### config.mk
export PLATFORM = sky130hd
export DESIGN_NAME = color_scan_scheduler
export DESIGN_NICKNAME = d
export VERILOG_FILES = /design/src/rtl/color_sense_pkg.sv /design/src/rtl/out_edge_counter.sv /design/src/rtl/color_scan_scheduler.sv
export SDC_FILE = /design/constraint.sdc
export NUM_CORES = 1
export LEC_CHECK = 0
export ABC_AREA = 1
export BUFFER_PORTS_ARGS = -buffer_cell sky130_fd_sc_hd__buf_2
export CAP_MARGIN = 5
export CORE_UTILIZATION = 35
export DETAILED_ROUTE_END_ITERATION = 16
export PLACE_DENSITY = 0.56
export SLEW_MARGIN = 20
export SYNTH_ARGS = -nofsm -noshare
export SYNTH_HDL_FRONTEND = slang
export SYNTH_SLANG_ARGS = --single-unit
### constraint.sdc
create_clock -name clk_50 -period 2.2 [get_ports clk_50]
set_input_delay 0 -clock clk_50 [delete_from_list [all_inputs] [get_ports clk_50]]
set_output_delay 0 -clock clk_50 [all_outputs]
set_load 0.01 [all_outputs]
### src/rtl/color_sense_pkg.sv
// Shared types and constants for the TCS3200 colour scan: FSM states,
// filter select codes, default timing and the counter width.
package color_sense_pkg;

  localparam int CNT_W = 10;
  localparam logic [CNT_W-1:0] CNT_ZERO = 10'd0;
  localparam logic [CNT_W-1:0] CNT_ONE  = 10'd1;
  localparam logic [CNT_W-1:0] CNT_MAX  = 10'd1023;

  localparam int SETTLE_CYC_DEF = 50000;
  localparam int GATE_CYC_DEF   = 500000;

  // {S2,S3} photodiode filter selects
  localparam logic [1:0] RED_S2S3   = 2'b00;
  localparam logic [1:0] BLUE_S2S3  = 2'b01;
  localparam logic [1:0] GREEN_S2S3 = 2'b11;

  // Declaration order is the scan order; the scheduler steps by +1.
  typedef enum logic [3:0] {
    IDLE,
    GRANT,
    SETTLE_R,
    GATE_R,
    SETTLE_B,
    GATE_B,
    SETTLE_G,
    GATE_G,
    DONE
  } state_e;

  function automatic logic [1:0] filter_code(input state_e st);
    logic [1:0] code;
    case (st)
      SETTLE_B, GATE_B:       code = BLUE_S2S3;
      SETTLE_G, GATE_G, DONE: code = GREEN_S2S3;
      default:                code = RED_S2S3;
    endcase
    return code;
  endfunction

endpackage

### src/rtl/out_edge_counter.sv
// Synchronises the sensor OUT frequency and counts its rising edges,
// saturating at the counter maximum.
module out_edge_counter
  import color_sense_pkg::*;
(
  input  logic             clk_50,
  input  logic             rst_n,
  input  logic             sensor_i,
  input  logic             clr_i,
  input  logic             en_i,
  output logic [CNT_W-1:0] count_o,
  output logic             sat_o
);

  logic [1:0]       sync_q;
  logic             prev_q;
  logic [CNT_W-1:0] count_q;
  logic             rise_s;

  assign rise_s = sync_q[1] & ~prev_q;

  // Two-flop synchroniser, edge-detect history and the saturating counter.
  always_ff @(posedge clk_50 or negedge rst_n) begin
    if (!rst_n) begin
      sync_q  <= 2'b00;
      prev_q  <= 1'b0;
      count_q <= CNT_ZERO;
    end else begin
      sync_q <= {sync_q[0], sensor_i};
      prev_q <= sync_q[1];
      if (clr_i) begin
        count_q <= CNT_ZERO;
      end else if (en_i && rise_s && (count_q != CNT_MAX)) begin
        count_q <= count_q + CNT_ONE;
      end else begin
        count_q <= count_q;
      end
    end
  end

  assign count_o = count_q;
  assign sat_o   = (count_q == CNT_MAX);

endmodule

### src/rtl/color_scan_scheduler.sv
// Round-robin scheduler that runs a red/blue/green TCS3200 scan for one of
// two requesters and latches the three pulse counts.
module color_scan_scheduler
  import color_sense_pkg::*;
#(
  parameter int SETTLE_CYC = SETTLE_CYC_DEF,
  parameter int GATE_CYC   = GATE_CYC_DEF
) (
  input  logic             clk_50,
  input  logic             rst_n,
  input  logic [1:0]       req,
  output logic [1:0]       gnt,
  input  logic             sensor_out,
  output logic             S0,
  output logic             S1,
  output logic             S2,
  output logic             S3,
  output logic [CNT_W-1:0] red,
  output logic [CNT_W-1:0] blue,
  output logic [CNT_W-1:0] green,
  output logic [2:0]       sat,
  output logic             done,
  output logic             busy
);

  localparam int MAX_CYC = (GATE_CYC > SETTLE_CYC) ? GATE_CYC : SETTLE_CYC;
  localparam int TMR_W   = $clog2(MAX_CYC + 1);
  localparam logic [TMR_W-1:0] TMR_ZERO    = {TMR_W{1'b0}};
  localparam logic [TMR_W-1:0] TMR_ONE     = {{(TMR_W-1){1'b0}}, 1'b1};
  localparam logic [TMR_W-1:0] SETTLE_LAST = TMR_W'(SETTLE_CYC - 1);
  localparam logic [TMR_W-1:0] GATE_LAST   = TMR_W'(GATE_CYC - 1);

  state_e           state_q, state_d;
  logic [TMR_W-1:0] tmr_q, tmr_d;
  logic [1:0]       gnt_q, gnt_d;
  logic             rr_q, rr_d;
  logic             s0_q, s1_q, s2_q, s3_q;
  logic [CNT_W-1:0] red_q, blue_q, green_q;
  logic [2:0]       sat_q;
  logic             done_q, busy_q;

  logic [CNT_W-1:0] cnt_s;
  logic             cnt_sat_s, cnt_clr_s, cnt_en_s;
  logic             phase_last_s, abort_s, latch_s;

  out_edge_counter u_cnt (
    .clk_50   (clk_50),
    .rst_n    (rst_n),
    .sensor_i (sensor_out),
    .clr_i    (cnt_clr_s),
    .en_i     (cnt_en_s),
    .count_o  (cnt_s),
    .sat_o    (cnt_sat_s)
  );

  // Phase decode, abort detection, arbitration and next-state selection.
  always_comb begin
    state_d      = state_q;
    tmr_d        = tmr_q;
    gnt_d        = gnt_q;
    rr_d         = rr_q;
    cnt_clr_s    = 1'b0;
    cnt_en_s     = 1'b0;
    phase_last_s = 1'b0;
    abort_s      = 1'b0;

    case (state_q)
      GRANT: abort_s = ((gnt_q & req) == 2'b00);
      SETTLE_R, SETTLE_B, SETTLE_G: begin
        cnt_clr_s    = 1'b1;
        phase_last_s = (tmr_q == SETTLE_LAST);
        abort_s      = ((gnt_q & req) == 2'b00);
      end
      GATE_R, GATE_B, GATE_G: begin
        cnt_en_s     = 1'b1;
        phase_last_s = (tmr_q == GATE_LAST);
        abort_s      = ((gnt_q & req) == 2'b00);
      end
      default: abort_s = 1'b0;
    endcase

    // An aborted gate never completed, so it must not overwrite its colour.
    latch_s = cnt_en_s & phase_last_s & ~abort_s;

    if (abort_s) begin
      state_d = IDLE;
      gnt_d   = 2'b00;
      tmr_d   = TMR_ZERO;
    end else begin
      case (state_q)
        IDLE: begin
          if (req != 2'b00) begin
            state_d = GRANT;
            tmr_d   = TMR_ZERO;
            if (req == 2'b11) begin
              gnt_d = rr_q ? 2'b10 : 2'b01;
            end else begin
              gnt_d = req;
            end
            rr_d = gnt_d[0];
          end else begin
            state_d = IDLE;
            gnt_d   = 2'b00;
          end
        end
        GRANT: begin
          state_d = SETTLE_R;
          tmr_d   = TMR_ZERO;
        end
        SETTLE_R, GATE_R, SETTLE_B, GATE_B, SETTLE_G, GATE_G: begin
          if (phase_last_s) begin
            state_d = state_e'(state_q + 4'd1);
            tmr_d   = TMR_ZERO;
          end else begin
            tmr_d = tmr_q + TMR_ONE;
          end
        end
        DONE: begin
          state_d = IDLE;
          gnt_d   = 2'b00;
        end
        default: begin
          state_d = IDLE;
          gnt_d   = 2'b00;
        end
      endcase
    end
  end

  // FSM state and every output register, decoded from the state being entered.
  always_ff @(posedge clk_50 or negedge rst_n) begin
    if (!rst_n) begin
      state_q <= IDLE;
      tmr_q   <= TMR_ZERO;
      gnt_q   <= 2'b00;
      rr_q    <= 1'b0;
      s0_q    <= 1'b0;
      s1_q    <= 1'b0;
      s2_q    <= 1'b0;
      s3_q    <= 1'b0;
      red_q   <= CNT_ZERO;
      blue_q  <= CNT_ZERO;
      green_q <= CNT_ZERO;
      sat_q   <= 3'b000;
      done_q  <= 1'b0;
      busy_q  <= 1'b0;
    end else begin
      state_q      <= state_d;
      tmr_q        <= tmr_d;
      gnt_q        <= gnt_d;
      rr_q         <= rr_d;
      busy_q       <= (state_d != IDLE);
      done_q       <= (state_d == DONE);
      s0_q         <= (state_d != IDLE);
      s1_q         <= 1'b0;
      {s2_q, s3_q} <= filter_code(state_d);
      if (latch_s) begin
        case (state_q)
          GATE_R: begin
            red_q    <= cnt_s;
            sat_q[0] <= cnt_sat_s;
          end
          GATE_B: begin
            blue_q   <= cnt_s;
            sat_q[1] <= cnt_sat_s;
          end
          GATE_G: begin
            green_q  <= cnt_s;
            sat_q[2] <= cnt_sat_s;
          end
          default: begin
          end
        endcase
      end
    end
  end

  assign gnt   = gnt_q;
  assign S0    = s0_q;
  assign S1    = s1_q;
  assign S2    = s2_q;
  assign S3    = s3_q;
  assign red   = red_q;
  assign blue  = blue_q;
  assign green = green_q;
  assign sat   = sat_q;
  assign done  = done_q;
  assign busy  = busy_q;

endmodule

## Word level (Yosys, flattened, before mapping)

Index checks and enable logic that the tools add are counted.

| operators by class | value |
|---|---|
| muxes and demuxes | 20 |
| bitwise operators | 6 |
| reductions and logical operators | 19 |
| eq/ne operators | 19 |
| $add $sub $neg | 3 |

Operators with widths:

| operator | number |
|---|---|
| 2-to-1 mux 19 bit | 3 |
| case mux 19 bit (3 select lines) | 1 |
| equality test 4 x 3 -> 1 bit, second input constant | 8 |
| 2-to-1 mux 10 bit | 2 |
| adder 19 x 1 -> 19 bit, second input constant | 1 |
| equality test 19 x 16 -> 1 bit, second input constant | 1 |
| equality test 19 bit, second input constant | 1 |
| case mux 4 bit (3 select lines) | 1 |
| adder 10 x 1 -> 10 bit, second input constant | 1 |
| equality test 10 bit, second input constant | 1 |
| inequality test 10 bit, second input constant | 1 |
| OR reduction 3 bit | 3 |
| equality test 4 x 2 -> 1 bit, second input constant | 2 |
| 2-to-1 mux 2 bit | 4 |
| 2-to-1 mux 4 bit | 2 |
| case mux 2 bit (2 select lines) | 2 |
| AND reduction 2 bit | 4 |
| nonzero test 4 bit | 2 |
| OR reduction 7 bit | 1 |
| OR reduction 6 bit | 1 |
| adder 4 x 1 -> 4 bit, second input constant | 1 |
| equality test 4 x 1 -> 1 bit, second input constant | 1 |
| equality test 4 bit, second input constant | 1 |
| logical NOT 4 bit | 1 |
| 13 further kinds | 21 |

| storage, ports and cells | value |
|---|---|
| output and inout bits | 41 |
| input bits | 5 |
| word-level logic and storage cells | 84 |
| register bits | 76 |

## Depth between registers and ports, before layout

| logic depth | value |
|---|---|
| depth in word-level cells | 9 |
| mapped depth | 15 |
| gate-level depth less buffers | 15 |

## Cells and area by module

Synthesis repeated with hierarchy kept, for this count alone.

| unflattened totals | value |
|---|---|
| cell total of the unflattened synthesis | 447 |
| area total of the unflattened synthesis | 3769.9 µm² |

By module, submodules not included:

| module | area each (µm²) | cells each | seq. area each (µm²) | times used |
|---|---|---|---|---|
| color_scan_scheduler | 3071.7 | 357 | 1576.5 | 1 |
| out_edge_counter | 698.2 | 90 | 325.3 | 1 |

## Worst setup path before layout

Ideal clock, no wire load.

| path | value |
|---|---|
| path kind | reg2reg |
| from | reg state_q[1] |
| to | reg s2_q, in the netlist S2 |
| setup time | 118 ps |
| clock period less this slack | 1917 ps |
| setup slack | 283 ps |
| path buffers | 1 |
| required time | 2082 ps |
| stages on the path, launching flop included | 15 |
| arrival | 1799 ps |
| cell sequence | dfrtp_1 > inv_1 > ha_1 > nand3_2 > nand2_4 > nand3_2 > nand2_2 > nand3_2 > buf_6 > a21oi_1 > nand2_1 > nand2_1 > nand2_1 > nand3_2 > nand2_1 |

| on the way | value |
|---|---|
| cells in the longest elaborated chain, start to end | 9 |
| elaborated cells between the ends (all ways) | 26 |
| those cells by class | add/sub: 1; eq/ne: 12; mux: 6; reduce/logical: 7 |

Ends and longest elaborated chain:

| item | RTL line | RTL |
|---|---|---|
| start: declaration | color_scan_scheduler.sv:33 | `state_e state_q, state_d;` |
| start signal: assignment | color_scan_scheduler.sv:148 | `state_q <= state_d;` |
| equality test 4 x 3 -> 1 bit / equality test 4 x 2 -> 1 bit (equally long branches) | color_scan_scheduler.sv:67, color_scan_scheduler.sv:90 |  |
| OR reduction 3 bit | color_scan_scheduler.sv:67 | `case (state_q)` |
| case mux 1 bit (2 select lines) | color_scan_scheduler.sv:67 |  |
| 2-to-1 mux 4 bit | color_scan_scheduler.sv:111 | `if (phase_last_s) begin` |
| case mux 4 bit (3 select lines) | color_scan_scheduler.sv:90 | `case (state_q)` |
| 2-to-1 mux 4 bit (*) | color_scan_scheduler.sv:85 | `if (abort_s) begin` |
| equality test 4 bit / equality test 4 x 3 -> 1 bit (equally long branches) | color_sense_pkg.sv:33 | `case (st)` |
| OR reduction 3 bit / OR reduction 2 bit (equally long branches) | color_sense_pkg.sv:33 |  |
| case mux 2 bit (2 select lines) (*) | color_sense_pkg.sv:33 |  |
| end signal: assignment | color_scan_scheduler.sv:156 | `{s2_q, s3_q} <= filter_code(state_d);` |
| end: declaration | color_scan_scheduler.sv:37 | `logic s0_q, s1_q, s2_q, s3_q;` |

Every way passes the cells marked *; elsewhere a longest branch is shown, timed or not.
A chain may end at the register's enable or synchronous reset.

## Worst setup path in the final report

Same ends and word-level chain as after synthesis.

==> reports/qor.csv <==
stage;metric;value;unit
layout;final core utilization;43.1;%
timing;fmax;481;MHz
logic_synthesis;synth top area cells;dfrtp_1 (49%), nand2_1 (9.6%), inv_1 (6.0%);
detailed_routing;Vias/cell;4.95;
logic_synthesis;Post-synth ARST share;100;%
timing;Least-Margin Pin Slew;0.960;ns
worst_setup_path;Worst path max stage delay;0.42;ns
detailed_routing;WL/cell;14.4;um
timing;Final period util;94.5;%
die;Rows;38;
die;die height;107;um
logic_synthesis;Simple-Gate Fraction of Synth Area;24.2;%
clock_tree;CTS tree;yes;
die;Die W;107;um
global_routing;first-pass GRT wire length;15.7;mm
die;core area;10800;um2
place;HPWL Detailed;6.26;mm
place;IO Port Bufs;44;
pwr;Leakage;2.22;nW
logic_synthesis;post-synthesis mux area share;0;%
logic_synthesis;ys flop type;dfrtp_1;
logic_synthesis;top-area cell type share of the netlist area;49.0;%
timing;setup_tns;0;ns
worst_setup_path;crit end category;flip-flop;
logic_synthesis;sequential fraction of the synthesis area;49.0;%
die;die area;11500;um2
layout;fill count;1080;
place;Final Wtd Congestion;0.840;
die;Initial Util;35.8;%
layout;ANT cells;0;
clock_tree;clock transition at the registers of the reported paths;0.09;ns
global_routing;vias in the first global route;3102;
clock_tree;clock root cell;clkbuf_8;
logic_synthesis;post-synthesis compound-gate area fraction;13.5;%
worst_setup_path;Worst setup SP type;flip-flop;
timing;Worst Skew;0.00953;ns
global_routing;met1 usage;25.4;%
logic_synthesis;Post-synth EDFFs;0;
worst_setup_path;critical path type;flip-flop to flip-flop;
pwr;overall power;0.00349;W
clock_tree;Clock Sinks;76;
clock_tree;worst skew pair latency;0.36;ns
detailed_routing;via count;3308;
worst_setup_path;Critical Path AT;2.38;ns
detailed_routing;Routed Antenna Nets;0;
timing;Max Slew Vio Count;0;
logic_synthesis;XOR/XNOR share of the synthesized area;1.58;%
layout;most frequent cells in the layout;nand2_1 (93), dfrtp_1 (75), inv_1 (62), buf_2 (43), o21ai_1 (29);
logic_synthesis;Seq cells post-synth;76;
timing;Hold Vio Cnt, Final;0;
pwr;Power Dens Cells;748;nW/um2
global_routing;Global Route Usage Sum;17.7;%
timing;Rel. slew slack;36.0;%
min_path;worst min-delay path class;input pin to flip-flop;
die;# IOs;46;
worst_setup_path;worst path cell trace;inv_1 > ha_2 > nand3_2 > nand2_8 > nand3_2 > nand2_2 > nand2_1 > nor2_4 > nand4_1 > nand2_1 > nand2_2 > nor2_2 > nand3_2 > nand2_1;
pwr;VDD IR max;603;uV
global_routing;grt met2 use;26.9;%
global_routing;grt ovf;0;
global_routing;largest net degree at the start of global routing;77;
logic_synthesis;cell taking the most area after synthesis;dfrtp_1;
status;outcome;finished, final reports clean;
logic_synthesis;YS warnings;0;
timing;RSZ-0062 raised after global routing;true;
detailed_routing;number of DRC markers in iteration 0;235;
layout;layout net count;534;
timing;fin crit period;2.08;ns
global_routing;routing usage on met3;3.15;%
worst_setup_path;WP buf/inv;1;
detailed_routing;DR DRC count;0;
detailed_routing;1st-pass router iterations;7;
timing;hold_ws;0.120;ns
timing;Setup-failing EPs final;0;
worst_setup_path;CP Max Fanout;6;
logic_synthesis;syn_area_per_cell;8.51;um2
layout;P&R area growth vs syn;20.3;%
global_routing;initial antenna violation count;0;
logic_synthesis;Synth Area in Adders;1.93;%
clock_tree;clk buf depth;2;
worst_setup_path;required time of the critical path;2.50;ns
worst_setup_path;Crit path max-delay family;simple AND/OR/NAND/NOR gates;
logic_synthesis;Post-Syn Instances;456;
layout;layout cell share with drive strength beyond 1;25.0;%
layout;most common cell after layout, fill and taps aside;nand2_1;
clock_tree;CTS Buf Count;9;
job;max_cap viols;0;
global_routing;grt peak-use layer;met2;
logic_synthesis;syn nets;467;
worst_setup_path;slowest CP cell;dfrtp_1;
detailed_routing;Total Wirelength;9.60;mm
clock_tree;number of H-tree levels;3;
logic_synthesis;post-synthesis cell area;3880;um2
logic_synthesis;library cells used by synthesis;39;
logic_synthesis;largest family of logic cells by synthesized area;simple AND/OR/NAND/NOR gates;
## tightest hold or removal path, cell delays in order
cell and delay [ns]:
buf_2 0.10, inv_1 0.05, o21ai_0 0.21, o31ai_1 0.09
## logic make-up after synthesis
family	after synthesis
adders and majority gates	6
buffers and inverters	81
xor gates and xnor gates	7
other	1
DFF	76
AOI/OAI and AO/OA	91
and+or+nand+nor	194
## Yosys cell counts, types with 3 or more instances
cell type  number
o32ai_1         5
nand3_1        16
xor2_1          6
nand3_2         4
inv_1          62
inv_2           4
buf_6           6
nor2_2          4
nand4_1         8
buf_4           5
nand2_1        99
a21oi_1        18
nor2_4          4
dfrtp_1        76
nand4_4         3
nor2_1         32
nor3_1         13
o21ai_2         7
o21ai_1        28
o21ai_0        22
nand2_2         5
ha_1            6
## final cells by class
cell class	count	area (um2)	share of cell area, %
repair buffers	66	415	8.89
flip-flops and latches	76	1900	40.7
clock inverters	7	58.8	1.26
multi-input cells	303	1740	37.2
clock buffers	9	124	2.65
inverters	67	256	5.49
well taps	140	175	3.75
## through the flow
step	instances	worst slack [ns]	instance area, um2
6_report	668	0.121	4670
4_1_cts	665	0.00187	4570
3_3_place_gp	637	0.0923	4240
2_1_floorplan	456	0.283	3880
5_1_grt	668	-0.0507	4670
3_5_place_dp	637	-0.0341	4240
## report_power, final
group          total [W]  internal, W  switching (W)
clock network    0.00102     0.000425       0.000592
registers        0.00153      0.00147      0.0000565
logic           0.000948     0.000286       0.000662
## layer usage
metal | routed length (um) | part of all wire [%]
met4 | 110 | 1.1
met5 | 0 | 0
met3 | 555 | 5.8
met1 | 4650 | 48
met2 | 4290 | 45
## state kept, by name, indices dropped and copies added (netlist names)
name	flops
S2	1
S3	1
blue	10
busy	1
done	1
gnt	2
green	10
red	10
rr_q	1
sat	3
state_q	4
tmr_q	19
u_cnt.count_o	10
u_cnt.prev_q	1
u_cnt.sync_q	2
## final timing paths
kind / from / end / slack [ns] / depth (start not counted)
max: state_q[1]$_DFF_PN0_ / S2$_DFF_PN0_ / 0.12 / 14
min in group asynchronous: rst_n / blue[8]$_DFFE_PN0P_ / 0.34 / 2
max in group asynchronous: rst_n / state_q[0]$_DFF_PN0_ / 1.19 / 2
min reg2reg: u_cnt.sync_q[0]$_DFF_PN0_ / u_cnt.sync_q[1]$_DFF_PN0_ / 0.36 / 0
max reg2reg: state_q[1]$_DFF_PN0_ / S2$_DFF_PN0_ / 0.12 / 14
min: req[1] / gnt[0]$_DFFE_PN0P_ / 0.12 / 4
## what timing repair did
item	4_1_cts	5_1_grt
endpoints found under the setup margin	22	62
buffers inserted	5	3
hold buffers	3	0
gates resized for setup	3	20
cloned	4	0
pin swaps	6	6
hold endpoints to repair	78	0
Power figures use the tool's default switching activity.
